[config.mk]
export PLATFORM = sky130hd
export DESIGN_NAME = uart_transmitter
export DESIGN_NICKNAME = d
export VERILOG_FILES = /design/src/rtl/uart_pkg.sv /design/src/rtl/baud_timer.sv /design/src/rtl/uart_transmitter.sv
export SDC_FILE = /design/constraint.sdc
export NUM_CORES = 1
export LEC_CHECK = 0
export ABC_AREA = 1
export CAP_MARGIN = 10
export CORE_MARGIN = 1
export CORE_UTILIZATION = 51
export CTS_CLUSTER_SIZE = 40
export DETAILED_ROUTE_END_ITERATION = 16
export GPL_ROUTABILITY_DRIVEN = 0
export PLACE_DENSITY = 0.72
export SLEW_MARGIN = 30
export SYNTH_ARGS = -nofsm -noshare
export SYNTH_HDL_FRONTEND = slang
export SYNTH_SLANG_ARGS = --single-unit
[constraint.sdc]
create_clock -name clk -period 1.4 [get_ports clk]
set_clock_uncertainty 0.05 [all_clocks]
set_input_delay 0.28 -clock clk [delete_from_list [all_inputs] [get_ports clk]]
set_output_delay 0.28 -clock clk [all_outputs]
set_load 0.02 [all_outputs]
[src/rtl/uart_pkg.sv]
// Shared types and helpers for the UART transmit/receive pair.
package uart_pkg;

  typedef enum logic [2:0] {IDLE, START, DATA, PARITY, STOP} uart_tx_state_t;

  localparam int DATA_BITS = 8;

  function automatic int baud_clocks(input int clk_hz, input int baud);
    return clk_hz / baud;
  endfunction

endpackage

[src/rtl/baud_timer.sv]
// Bit-period timer: counts 0..BAUD_CLOCKS-1 and flags the terminal count.
module baud_timer #(
  parameter int BAUD_CLOCKS = 10
) (
  input  logic clk,
  input  logic rst,
  input  logic clear,
  output logic tick,
  output logic pre_tick
);

  localparam int CW = $clog2(BAUD_CLOCKS);
  localparam logic [CW-1:0] LAST = CW'(BAUD_CLOCKS - 1);
  localparam logic [CW-1:0] PRE  = CW'(BAUD_CLOCKS - 2);

  logic [CW-1:0] cnt_q, cnt_d;

  assign tick     = (cnt_q == LAST);
  // Lets the owner register a flag that lands on the final cycle of a bit.
  assign pre_tick = (cnt_q == PRE);

  always_comb begin
    cnt_d = cnt_q + CW'(1);
    if (clear || tick) cnt_d = '0;
  end

  always_ff @(posedge clk or posedge rst) begin
    if (rst) cnt_q <= '0;
    else     cnt_q <= cnt_d;
  end

endmodule

[src/rtl/uart_transmitter.sv]
// 8-N-1 UART transmitter with optional parity; every output is a flop.
module uart_transmitter
  import uart_pkg::*;
#(
  parameter int CLK_FREQUENCY = 100_000_000,
  parameter int BAUD_RATE     = 19_200,
  parameter bit PARITY_EN     = 1'b0,
  parameter bit PARITY_ODD    = 1'b0
) (
  input  logic       clk,
  input  logic       rst,
  input  logic       send,
  input  logic [7:0] din,
  output logic       busy,
  output logic       tx_done,
  output logic       tx_out
);

  localparam int BAUD_CLOCKS = baud_clocks(CLK_FREQUENCY, BAUD_RATE);

  uart_tx_state_t       state_q;
  logic [DATA_BITS-1:0] shift_q;
  logic [2:0]           bit_cnt_q;
  logic                 parity_q, tx_q, busy_q, done_q;
  logic                 accept, tick, pre_tick;

  assign accept = (state_q == IDLE) && send;

  baud_timer #(.BAUD_CLOCKS(BAUD_CLOCKS)) u_baud (
    .clk      (clk),
    .rst      (rst),
    .clear    (accept),
    .tick     (tick),
    .pre_tick (pre_tick)
  );

  always_ff @(posedge clk or posedge rst) begin
    if (rst) begin
      state_q   <= IDLE;
      shift_q   <= '0;
      bit_cnt_q <= '0;
      parity_q  <= 1'b0;
      tx_q      <= 1'b1;
      busy_q    <= 1'b0;
      done_q    <= 1'b0;
    end else begin
      done_q <= 1'b0;
      unique case (state_q)
        IDLE: if (send) begin
          shift_q  <= din;
          parity_q <= (^din) ^ PARITY_ODD;
          state_q  <= START;
          tx_q     <= 1'b0;
          busy_q   <= 1'b1;
        end
        START: if (tick) begin
          state_q   <= DATA;
          bit_cnt_q <= '0;
          tx_q      <= shift_q[0];
        end
        DATA: if (tick) begin
          if (bit_cnt_q == 3'(DATA_BITS - 1)) begin
            if (PARITY_EN) begin
              state_q <= PARITY;
              tx_q    <= parity_q;
            end else begin
              state_q <= STOP;
              tx_q    <= 1'b1;
            end
          end else begin
            // Drive the bit that becomes shift[0] after this shift.
            shift_q   <= shift_q >> 1;
            tx_q      <= shift_q[1];
            bit_cnt_q <= bit_cnt_q + 3'd1;
          end
        end
        PARITY: if (tick) begin
          state_q <= STOP;
          tx_q    <= 1'b1;
        end
        STOP: begin
          done_q <= pre_tick;
          if (tick) begin
            state_q <= IDLE;
            busy_q  <= 1'b0;
          end
        end
        default: state_q <= IDLE;
      endcase
    end
  end

  assign tx_out  = tx_q;
  assign busy    = busy_q;
  assign tx_done = done_q;

endmodule
==> metrics.md, run 1 <==
| Metric | Value |
|---|---|
| Wire length of the first global-routing pass | about 6900 microns |
| Slew Limit Fails | 0 |
| Post-route worst hold slack | ~0.26 ns |
| Failing checks | setup timing |
| Max IR drop VDD | approximately 1100 uV |
| Final-report setup violation count | 27 |
| Maximum number of pins on one net before global-route repair | 31 |
| Number of antenna violations at the first check in global routing | 0 |
| Top flip-flop cell by instance count after synthesis | sky130_fd_sc_hd__dfrtp_1 |
| Number of enable flip-flop cells after synthesis | 0 |
| Share of post-route cells with drive strength above 1 | between 40% and 50% |
| Standby leakage power | ~1.1 nW |
| Worst Path Required | roughly 1.6 ns |
| Synthesized netlist cell count | 203 |
| Arr. time, crit path | 1.71 ns |
| Standard-cell rows | 20 |
| Max Clk Rate | about 640 MHz |
| Cell Pwr Density | roughly 1700 mW/mm^2 |
| Antenna-violating nets left | 0 |
| Leading post-synthesis cells by instance count | sky130_fd_sc_hd__nand2_1, sky130_fd_sc_hd__dfrtp_1, sky130_fd_sc_hd__nor2_1 |
| Master of the slowest instance on the critical path | sky130_fd_sc_hd__dfrtp_1 |
| Detail-routed via count per cell | between 5 and 6 |
| Period minus WS final | roughly 1.6 ns |
| Dominant delay contributor by cell family on the critical path | simple AND/OR/NAND/NOR gates |
| R2R cell count | 8 |
| Startpoint kind of the worst setup timing path | flip-flop |
| Mean routed wirelength per cell | 15.5 microns |
| Insertion delay of the later-clocked pin in the worst-skew pair | between 0.3 and 0.4 ns |
| Share of Yosys cell area claimed by the top area cell type | ~44% |
| Worst hold path class | in -> async |
| CP Capture Type | flip-flop |
| Post-synthesis register bit count | 30 |
| Number of antenna cells inserted | 0 |
| TritonCTS clock tree | done |
| Total cell area at the placement stage | roughly 0.0021 sq mm |
| Part of the Yosys area used for sequential elements | ~45% |
| Final HPWL from detailed placement | between 2000 and 3000 microns |
| Number of failing hold endpoints at the final stage | 0 |
| Setup repair after global routing missed its margin | yes |
| Iteration-0 DRC Markers | 47 |
| Final TNS setup | -2.03 ns |
| Worst slack at placement | -0.117 ns |
| Maximum single-stage delay on the critical path | approximately 0.41 ns |
| Syn Std Cell Area | 0.00166 sq mm |
| Layout Cell Area excl Fill | around 0.0025 sq mm |
| Synthesized area divided by synthesized cell count | 8.16 sq um |
| Cell Chain, Critical Path | inv_2 -> nor2_4 -> nand2_4 -> buf_12 -> o21ai_4 -> nand2_8 -> nand2_2 -> o21ai_2 |
| Vertical extent of the die | just under 60 microns |
| Count of yosys warnings during synthesis | 0 |
| Proportion of register bits with asynchronous set or reset after synthesis | 100% |
| Core Box Area | 0.00308 sq mm |
| Total wire length | between 4000 and 5000 microns |
| Top-count cell post-synth | sky130_fd_sc_hd__nand2_1 |
| H-Tree Depth | 2 |
| Top cells by area, synth | sky130_fd_sc_hd__dfrtp_1, sky130_fd_sc_hd__nand2_1, sky130_fd_sc_hd__nor2_1 |
| First-pass detailed-route iteration total | 4 |
| Unique cell type count in the Yosys netlist | 27 |
| Via count of the first global-routing pass | about 1,600 |
| Worst Slack Setup Final | -0.160 ns |
| CTS Buf Count | 5 |
| Die outline width | roughly 59 microns |
| Number of input and output port buffers inserted | 13 |
| R2R Path End | shift_q[2]$_DFFE_PP0P_ |
| Initial core utilization | around 54% |
| Global route overflow | 0 |
| Period utilisation layout | 111% |
| Reg2Reg Launch Point | state_q[1]$_DFFE_PP0P_ |
| Syn nets | roughly 220 |
| Number of nets at the end of the flow | approximately 280 |
| Critical path fanouts, max | 7 |
| Status | finished with violations |
| Slew headroom | 71.3% |
| Synth area leader | sky130_fd_sc_hd__dfrtp_1 |
| Full die area | ~0.0035 sq mm |
| Number of placed I/O pins | 14 |
| Routed via count | ~1,600 |
| Slack of the worst reg-to-reg path | -0.16 ns |
| Sinks on Clock Net | 30 |
| Synth-to-layout area growth | 51.8% |
| CTS Root Buffer Type | sky130_fd_sc_hd__clkbuf_4 |
| Crit path buffers/inverters | 2 |
| GRT Resource Usage Total | roughly 28% |
| DRC violations left | 0 |
| Clock Tree Buf Depth | 2 |
| Slew at the pin with the worst max-slew slack | roughly 0.43 ns |
| Register clock-pin slew on the reported worst setup and hold paths | roughly 0.11 ns |
| Max cap viols | 0 |
| WS Path Type | reg -> reg |
-- cells in the final DEF (no fill, tap or decap), drive strengths merged, types with 2 or more instances in the layout --
master	count
buf	42
dlygate4sd2	2
ha	4
inv	14
nor2	32
xor2	5
nand3	13
a21oi	7
clkbuf	8
o21ai	16
dfrtp	29
clkinv	2
nor3	7
or2	7
nand2	60
clkdlybuf4s50	10
-- metrics by stage --
step / std cells / utilization, % / total power, W
6_report: 307 / 81.7 / 0.00437
5_1_grt: 307 / 81.7 / 0.00461
4_1_cts: 304 / 78.9 / 0.00411
3_5_place_dp: 286 / 67.6 / 0.00309
3_3_place_gp: 286 / 67.6 / 0.00301
2_1_floorplan: 203 / - / 0.00252
-- logic make-up after synthesis --
kind of cell | count (synthesis) | synth area share, %
AOI/OAI and AO/OA | 24 | 9.21
and+or+nand+nor | 121 | 33.5
buffers and inverters | 19 | 6.19
xor gates and xnor gates | 5 | 2.64
adders and majority gates | 4 | 3.02
DFF | 30 | 45.4
-- registers in the layout, indices dropped and copies added, names as in the netlist --
register,cells
state_q,3
u_baud.cnt_q,13
tx_done,1
tx_out,1
shift_q,8
busy,1
bit_cnt_q,3
-- area by class of cell --
| cell class | count | area, sq um |
|---|---|---|
| clock buffer | 8 | 48.8 |
| tap | 44 | 55.1 |
| sequential | 30 | 756 |
| inverter | 15 | 68.8 |
| timing repair inverter | 1 | 8.76 |
| fill | 184 | 563 |
| timing repair buffer | 54 | 507 |
| multi-input combinational | 155 | 1070 |
-- worst register-to-register path, stage by stage (launching register included) --
cell	delay, ns
sky130_fd_sc_hd__dfrtp_1	0.41
sky130_fd_sc_hd__inv_2	0.06
sky130_fd_sc_hd__nor2_4	0.15
sky130_fd_sc_hd__nand2_4	0.11
sky130_fd_sc_hd__buf_12	0.15
sky130_fd_sc_hd__o21ai_4	0.24
sky130_fd_sc_hd__nand2_8	0.13
sky130_fd_sc_hd__nand2_2	0.09
sky130_fd_sc_hd__o21ai_2	0.05
-- how the worst max path moves through the flow --
stage | from | endpoint | slack, ns | depth (start not counted)
6_report | state_q[1]$_DFFE_PP0P_ | shift_q[2]$_DFFE_PP0P_ | -0.16 | 8
5_1_grt | state_q[1]$_DFFE_PP0P_ | shift_q[3]$_DFFE_PP0P_ | -0.20 | 8
4_1_cts | state_q[2]$_DFFE_PP0P_ | shift_q[6]$_DFFE_PP0P_ | -0.1 | 7
3_5_place_dp | send | shift_q[6]$_DFFE_PP0P_ | -0.12 | 6
3_3_place_gp | send | shift_q[3]$_DFFE_PP0P_ | -0.08 | 6
2_1_floorplan | u_baud.cnt_q[1]$_DFF_PP0_ | shift_q[1]$_DFFE_PP0P_ | -0.03 | 9
-- metal layers --
metal  global-route usage, %  share of wire, %  vias to the layer above
li1                        -                 -                      770
met1                    33.7                42                      804
met2                    45.9                51                       58
met3                    5.46               3.9                       17
met4                    15.3               3.0                        0
met5                       0                 0                        -
-- report_power, final --
part	internal [W]	total, W	switching, W	leakage (nW)
Sequential	0.00116	0.00139	0.000225	0.372
Combinational	0.00113	0.00248	0.00134	0.734
Clock	0.000200	0.000504	0.000304	0.0265
-- timing repair --
item / CTS / global route
setup endpoints to repair: 30 / 31
buffers inserted: 7 / 3
pin swaps: 15 / 8
cloned: 3 / 0
hold endpoints to repair: 0 / 0
gates resized for setup: 51 / 24
hold buffers: 0 / 0
(Power assumes the default switching activity.)
==> inputs of run 2 (changes only) <==
--- a/config.mk
+++ b/config.mk
@@ -8,12 +8,13 @@
 export ABC_AREA = 1
 export CAP_MARGIN = 10
 export CORE_MARGIN = 1
-export CORE_UTILIZATION = 51
+export CORE_UTILIZATION = 56
 export CTS_CLUSTER_SIZE = 40
 export DETAILED_ROUTE_END_ITERATION = 16
+export DONT_BUFFER_PORTS = 1
 export GPL_ROUTABILITY_DRIVEN = 0
 export PLACE_DENSITY = 0.72
-export SLEW_MARGIN = 30
+export SLEW_MARGIN = 15
 export SYNTH_ARGS = -nofsm -noshare
 export SYNTH_HDL_FRONTEND = slang
 export SYNTH_SLANG_ARGS = --single-unit
==> run 2 against run 1 <==
  * The flow still finishes with violations (setup timing)
  * First-iteration DRC count grew 28%
  * Non-clock buffer count shrank 23
  * Clock-buffer cell count shrank 2
  * Critical endpoint is now tx_done$_DFF_PP0_
  * Largest power group unchanged
==> metrics.md, run 2 (synthesis gave the netlist of run 1 again) <==
| Metric | Value |
|---|---|
| Number of input and output port buffers inserted | 0 (-13) |
| Cell Pwr Density | 1750 mW/mm^2 (+0.83%) |
| CP endpoint | tx_done$_DFF_PP0_ |
| CTS Buf Count | 5 (unchanged) |
| GRT Resource Usage Total | 25.7% (-1.9 points) |
| Number of placed I/O pins | 14 (unchanged) |
| First-pass detailed-route iteration total | 7 (+3) |
| Arr. time, crit path | 1.61 ns (-0.10 ns) |
| Commonest non-fill, non-tap cells in the layout | sky130_fd_sc_hd__nand2_1, sky130_fd_sc_hd__dfrtp_1, sky130_fd_sc_hd__buf_4 |
| Insertion delay of the later-clocked pin in the worst-skew pair | 0.34 ns (about the same) |
| R2R Path End | tx_done$_DFF_PP0_ |
| Status | finished with violations |
| Number of nets at the end of the flow | 253 (-8.7%) |
| Master of the slowest instance on the critical path | sky130_fd_sc_hd__dfrtp_2 |
| Grt met1 use | 28.8% (-4.8 points) |
| Standby leakage power | 1.00 nW (-12%) |
| Reg2Reg Launch Point | u_baud.cnt_q[0]$_DFF_PP0_ |
| Met3 global-route usage | 7.14% (+1.7 points) |
| Leading registers by flop count | u_baud.cnt_q: 13 flops, shift_q: 8 flops |
| CTS Root Buffer Type | sky130_fd_sc_hd__clkbuf_4 |
| Standard-cell rows | 19 (-5.0%) |
| Worst Path Required | 1.57 ns (+0.02 ns) |
| Worst Slack Setup Final | -0.0436 ns (+0.116 ns) |
| Final HPWL from detailed placement | 2440 microns (-2.8%) |
| Cell Chain, Critical Path | buf_4 -> inv_1 -> ha_1 -> nand3_1 -> nor4b_1 |
| Placed instance count | 258 (-9.8%) |
| Wire length of the first global-routing pass | 6240 microns (-10%) |
| Full die area | 0.00318 sq mm (-8.6%) |
| Non-filler cells, final | 270 (-12%) |
| Startpoint kind of the worst setup timing path | flip-flop |
| Register clock-pin slew on the reported worst setup and hold paths | 0.10 ns (about the same) |
| WS Path Type | reg -> reg |
| CP Capture Type | flip-flop |
| Core Box Area | 0.00278 sq mm (-9.6%) |
| Synth-to-layout area growth | 29.0% |
| GRT Max-Usage Layer | met2 |
| Net Sw Frac | 42.4% (-0.51 points) |
| Met2 usage in global routing | 43.7% (-2.2 points) |
| Number of antenna cells inserted | 0 (unchanged) |
| Crit. path cell count | 5 (-3) |
| Crit path buffers/inverters | 2 (unchanged) |
| Cell internal pwr | 0.00216 W (-14%) |
| Worst hold path class | in -> reg |
| Max Clk Rate | 693 MHz (+8.1%) |
| Max cap viols | 0 (unchanged) |
| Maximum single-stage delay on the critical path | 0.43 ns (+0.02 ns) |
| Number of antenna violations at the first check in global routing | 0 (unchanged) |
| Via count of the first global-routing pass | 1,547 (-0.71%) |
| Die outline width | 56.4 microns (-4.4%) |
| Slew headroom | 75.2% (+4.0 points) |
| H-Tree Depth | 2 (unchanged) |
| Worst slack at placement | -0.0848 ns (+0.0326 ns) |
| Maximum number of pins on one net before global-route repair | 31 (unchanged) |
| Detail-routed via count per cell | 5.58 (+3.9%) |
| Critical path fanouts, max | 6 (-1) |
| Portion of total power attributed to combinational logic | 49.2% (-7.5 points) |
| Routed via count | 1,507 (-8.6%) |
| DRC violations left | 0 (unchanged) |
| Slack of the worst reg-to-reg path | -0.04 ns (+0.12 ns) |
| R2R cell count | 5 (-3) |
| Slew Limit Fails | 0 (unchanged) |
| Iteration-0 DRC Markers | 60 (+28%) |
| Mean routed wirelength per cell | 13.9 microns (-10%) |
| Antenna-violating nets left | 0 (unchanged) |
| Failing checks | setup timing |
| TritonCTS clock tree | done |
| Sinks on Clock Net | 30 (unchanged) |
| Period minus WS final | 1.44 ns (-0.116 ns) |
| Launching element of the worst setup path | u_baud.cnt_q[0]$_DFF_PP0_ |
| Slew at the pin with the worst max-slew slack | 0.371 ns (-0.0582 ns) |
| Power spent charging and discharging nets | 0.00159 W (-15%) |
| Top reg by flops | u_baud.cnt_q |
| Setup repair after global routing missed its margin | yes |
| Most common cell after layout, fill and taps aside | sky130_fd_sc_hd__nand2_1 |
| Final-report setup violation count | 12 (-56%) |
| Max IR drop VDD | 1530 uV (+45%) |
| Initial core utilization | 59.6% (+5.7 points) |
| Clk network pwr share | 13.3% (+1.8 points) |
| Clock Tree Buf Depth | 2 (unchanged) |
| Dominant delay contributor by cell family on the critical path | simple AND/OR/NAND/NOR gates |
| Period utilisation layout | 103% (-8.3 points) |
| Share of post-route cells with drive strength above 1 | 36.0% (-7.0 points) |
| Total wire length | 3740 microns (-21%) |
| Largest register FFs | 13 (unchanged) |
| Part of the total power dissipated in sequential elements | 37.5% (+5.8 points) |
| Global route overflow | 0 (unchanged) |
| Vertical extent of the die | 56.4 microns (-4.4%) |
| Number of failing hold endpoints at the final stage | 0 (unchanged) |
-- run 2: layout make-up --
| class | count | area, sq um |
|---|---|---|
| multi-input combinational | 155 | 971 |
| sequential | 30 | 756 |
| fill | 199 | 644 |
| timing repair buffer | 31 | 259 |
| inverter | 15 | 61.3 |
| clock buffer | 6 | 41.3 |
| tap | 31 | 38.8 |
| clock inverter | 2 | 10.0 |
-- run 2: worst min path at each step --
stage	from	end	slack [ns]	depth (start not counted)
finish	din[7]	shift_q[7]$_DFFE_PP0P_	0.02	2
detailed placement	rst	shift_q[7]$_DFFE_PP0P_	0.22	2
CTS	din[7]	shift_q[7]$_DFFE_PP0P_	0.007	2
global placement	rst	shift_q[7]$_DFFE_PP0P_	0.21	2
global route	din[7]	shift_q[7]$_DFFE_PP0P_	0.009	2
floorplan	rst	bit_cnt_q[0]$_DFFE_PP0P_	0.32	1
-- run 2: worst register-to-register path: cells and delay by family, from the launching register on --
kind | cells | cell delay, ns
buffers and inverters | 2 | 0.23
and+or+nand+nor | 2 | 0.45
adders and majority gates | 1 | 0.17
DFF | 1 | 0.43
-- run 2: routing by layer --
| metal | vias up | routed length (microns) |
|---|---|---|
| met5 | - | 0 |
| met4 | 0 | 63 |
| met3 | 8 | 152 |
| met2 | 43 | 1930 |
| met1 | 733 | 1590 |
| li1 | 723 | - |
-- run 2: power groups by stage --
stage	sequential (W)	combinational [W]	clock [W]
floorplan	0.00140	0.00112	0
global placement	0.00139	0.00150	0
detailed placement	0.00140	0.00155	0
CTS	0.00140	0.00175	0.000517
global route	0.00144	0.00202	0.000546
finish	0.00140	0.00184	0.000497
-- run 2: what timing repair did --
| action | CTS | global route |
|---|---|---|
| pin swaps | 8 | 8 |
| endpoints found under the hold margin | 29 | 0 |
| setup endpoints to repair | 25 | 29 |
| gates cloned | 1 | 0 |
| hold buffers | 1 | 0 |
| setup buffers | 1 | 1 |
| gates resized for setup | 26 | 17 |
-- run 2: metrics by stage --
step / TNS, ns / hold slack [ns] / instance area [sq um] / util (%) / power [W]
3_5_place_dp: -0.858 / 0.222 / 1910 / 68.5 / 0.00295
6_report: -0.335 / 0.0232 / 2140 / 76.8 / 0.00374
2_1_floorplan: -0.0995 / 0.320 / 1690 / - / 0.00252
3_3_place_gp: -0.253 / 0.214 / 1910 / 68.5 / 0.00289
5_1_grt: -1.58 / 0.00885 / 2140 / 76.8 / 0.00400
4_1_cts: -0.161 / 0.00710 / 2080 / 74.8 / 0.00366
==> inputs of run 3 (changes only) <==
--- a/config.mk
+++ b/config.mk
@@ -13,6 +13,7 @@
 export DETAILED_ROUTE_END_ITERATION = 16
 export DONT_BUFFER_PORTS = 1
 export GPL_ROUTABILITY_DRIVEN = 0
+export GPL_TIMING_DRIVEN = 0
 export PLACE_DENSITY = 0.72
 export SLEW_MARGIN = 15
 export SYNTH_ARGS = -nofsm -noshare
==> run 3 against run 2 <==
  * The run still ends with setup timing left
  * Core utilization fell by 0.31 points
  * Non-clock buffer count fell by 4
  * Flip-flop and latch count did not move
  * Via count fell by 4.8%
  * Final area fell by 0.41%
  * Combinational power rose by 4%
  * Sequential power barely moved
  * Largest power group unchanged
  * Clock-buffer cell count fell by 1
==> metrics.md, run 3 (synthesis gave the netlist of run 1 again) <==
| Metric | Value |
|---|---|
| Area taken by multi-input logic gates | 950 sq um (-2.2%) |
| Startpoint kind of the worst setup timing path | flip-flop |
| Via count of the first global-routing pass | 1,381 (-11%) |
| Cell Pwr Density | 1890 mW/mm^2 (+8.0%) |
| CP Capture Type | flip-flop |
| Slew headroom | 58.7% (-17 points) |
| Register clock-pin slew on the reported worst setup and hold paths | 0.10 ns (about the same) |
| Master of the slowest instance on the critical path | sky130_fd_sc_hd__dfrtp_1 |
| Slew Limit Fails | 0 (unchanged) |
| Clock Tree Buf Depth | 2 (unchanged) |
| Maximum number of pins on one net before global-route repair | 31 (unchanged) |
| Standby leakage power | 1.00 nW (+0.39%) |
| Worst hold path class | in -> reg |
| CTS Buf Count | 5 (unchanged) |
| Wire length of the first global-routing pass | 6000 microns (-3.9%) |
| Core Box Area | 0.00278 sq mm (unchanged) |
| Final-report setup violation count | 23 (+11) |
| Mean routed wirelength per cell | 13.8 microns (-0.73%) |
| Insertion delay of the later-clocked pin in the worst-skew pair | 0.32 ns (-0.02 ns) |
| Number of input and output port buffers inserted | 0 (unchanged) |
| Final core utilization | 76.5% (-0.31 points) |
| Layout Cell Area excl Fill | 0.00213 sq mm (-0.41%) |
| Total wire length | 3650 microns (-2.6%) |
| Max cap viols | 0 (unchanged) |
| WS Path Type | reg -> reg |
| Antenna-violating nets left | 0 (unchanged) |
| Post-route worst hold slack | 0.0430 ns (+0.0198 ns) |
| Total cell area at the placement stage | 0.00173 sq mm (-9.3%) |
| Dominant delay contributor by cell family on the critical path | simple AND/OR/NAND/NOR gates |
| Arr. time, crit path | 1.66 ns (+0.05 ns) |
| Cell Chain, Critical Path | ha_4 -> nand3_4 -> nor2_4 -> nand2_4 -> nand2_4 -> nand2_4 -> buf_8 -> nand2_2 -> o21ai_2 |
| Slew at the pin with the worst max-slew slack | 0.618 ns (+0.247 ns) |
| Leading registers by flop count | u_baud.cnt_q: 13 flops, shift_q: 8 flops |
| Period utilisation layout | 107% (+3.5 points) |
| Sinks on Clock Net | 30 (unchanged) |
| TritonCTS clock tree | done |
| DRC violations left | 0 (unchanged) |
| Number of antenna violations at the first check in global routing | 0 (unchanged) |
| Commonest non-fill, non-tap cells in the layout | sky130_fd_sc_hd__nand2_1, sky130_fd_sc_hd__dfrtp_1, sky130_fd_sc_hd__nor2_1 |
| Synth-to-layout area growth | 28.5% |
| Most common cell after layout, fill and taps aside | sky130_fd_sc_hd__nand2_1 |
| Final HPWL from detailed placement | 2210 microns (-9.2%) |
| Top reg by flops | u_baud.cnt_q |
| Critical path fanouts, max | 7 (+1) |
| Crit path buffers/inverters | 1 (-1) |
| Number of placed I/O pins | 14 (unchanged) |
| Max IR drop VDD | 1680 uV (+9.7%) |
| Share of post-route cells with drive strength above 1 | 35.9% (-0.086 points) |
| Worst Slack Setup Final | -0.0932 ns (-0.0497 ns) |
| Global route overflow | 0 (unchanged) |
| Status | finished with violations |
| Period minus WS final | 1.49 ns (+0.0497 ns) |
| Filler Cells Inserted | 197 (-1.0%) |
| First-pass detailed-route iteration total | 4 (-3) |
| Worst slack at placement | -0.213 ns (-0.128 ns) |
| Detail-routed via count per cell | 5.42 (-3.0%) |
| Max Clk Rate | 670 MHz (-3.3%) |
| Cell repeated most along the worst path | sky130_fd_sc_hd__nand2_4 |
| Storage element area | 754 sq um (-0.17%) |
| Setup repair after global routing missed its margin | yes |
| Die outline width | 56.4 microns (unchanged) |
| Maximum single-stage delay on the critical path | 0.41 ns (-0.02 ns) |
| Worst Path Required | 1.57 ns (about the same) |
| Slack of the worst reg-to-reg path | -0.09 ns (-0.05 ns) |
| Initial core utilization | 59.6% (unchanged) |
| Failing checks | setup timing |
| Routed via count | 1,435 (-4.8%) |
| H-Tree Depth | 2 (unchanged) |
| Power consumption | 0.00402 W (+7.5%) |
| Full die area | 0.00318 sq mm (unchanged) |
| Largest register FFs | 13 (unchanged) |
| Standard-cell rows | 19 (unchanged) |
| Number of nets at the end of the flow | 248 (-2.0%) |
| Number of antenna cells inserted | 0 (unchanged) |
| Number of failing hold endpoints at the final stage | 0 (unchanged) |
| Iteration-0 DRC Markers | 68 (+13%) |
| CTS Root Buffer Type | sky130_fd_sc_hd__clkbuf_4 |
| GRT Resource Usage Total | 24.4% (-1.3 points) |
| Vertical extent of the die | 56.4 microns (unchanged) |
[run 3: cell count changes in the layout (fill, tap and decap cells not counted), moves of 2 or more]
cell                      previous run  this run
sky130_fd_sc_hd__inv_2               1         4
sky130_fd_sc_hd__nor3_2              5         2
sky130_fd_sc_hd__buf_4              26        19
sky130_fd_sc_hd__a21oi_2             0         3
sky130_fd_sc_hd__a21oi_1             5         3
sky130_fd_sc_hd__inv_1              13        10
sky130_fd_sc_hd__buf_8               0         2
sky130_fd_sc_hd__nor3_1              2         4
[run 3: per-layer routing]
| metal | global-route usage (%) | vias up | wire length [microns] |
|---|---|---|---|
| met1 | 30.9 | 680 | 1570 |
| li1 | - | 714 | - |
| met5 | 0 | - | 0 |
| met2 | 42.5 | 36 | 1860 |
| met4 | 5.57 | 0 | 31 |
| met3 | 5.53 | 5 | 183 |
[run 3: power breakdown]
group / switching (W) / leakage, nW / internal (W)
clock: 0.000307 / 0.0450 / 0.000370
sequential: 0.000265 / 0.374 / 0.00116
combinational: 0.00103 / 0.585 / 0.000897
total: 0.00160 / 1.00 / 0.00242
[run 3: layout make-up]
cell class | count | share of cell area, %
clock buffer | 5 | 1.76
inverter | 15 | 2.88
buffer | 4 | 2.47
clock inverter | 3 | 1.88
sequential | 30 | 35.4
timing repair buffer | 23 | 9.11
multi-input combinational | 154 | 44.6
tap | 31 | 1.82
[run 3: through the flow]
| stage | instances | setup TNS [ns] |
|---|---|---|
| 6_report | 265 | -0.893 |
| 5_1_grt | 265 | -2.67 |
| 4_1_cts | 257 | -0.427 |
| 3_5_place_dp | 234 | -4.33 |
| 3_3_place_gp | 234 | -3.09 |
| 2_1_floorplan | 203 | -0.0995 |
[run 3: timing repair]
item | in CTS | in global routing
gates resized for setup | 27 | 16
pin swaps | 8 | 6
gates cloned | 1 | 1
hold buffers | 0 | 1
setup buffers | 14 | 6
endpoints found under the setup margin | 28 | 28
hold endpoints to repair | 0 | 29
[run 3: path summary, 6_finish.rpt]
| check | startpoint | end | cells after the start |
|---|---|---|---|
| max in group asynchronous | rst | state_q[2]$_DFFE_PP0P_ | 2 |
| min reg2reg | shift_q[7]$_DFFE_PP0P_ | shift_q[7]$_DFFE_PP0P_ | 2 |
| max reg2reg | u_baud.cnt_q[1]$_DFF_PP0_ | shift_q[1]$_DFFE_PP0P_ | 9 |
| min in group asynchronous | rst | u_baud.cnt_q[10]$_DFF_PP0_ | 2 |
| max | u_baud.cnt_q[1]$_DFF_PP0_ | shift_q[1]$_DFFE_PP0P_ | 9 |
| min | din[7] | shift_q[7]$_DFFE_PP0P_ | 2 |
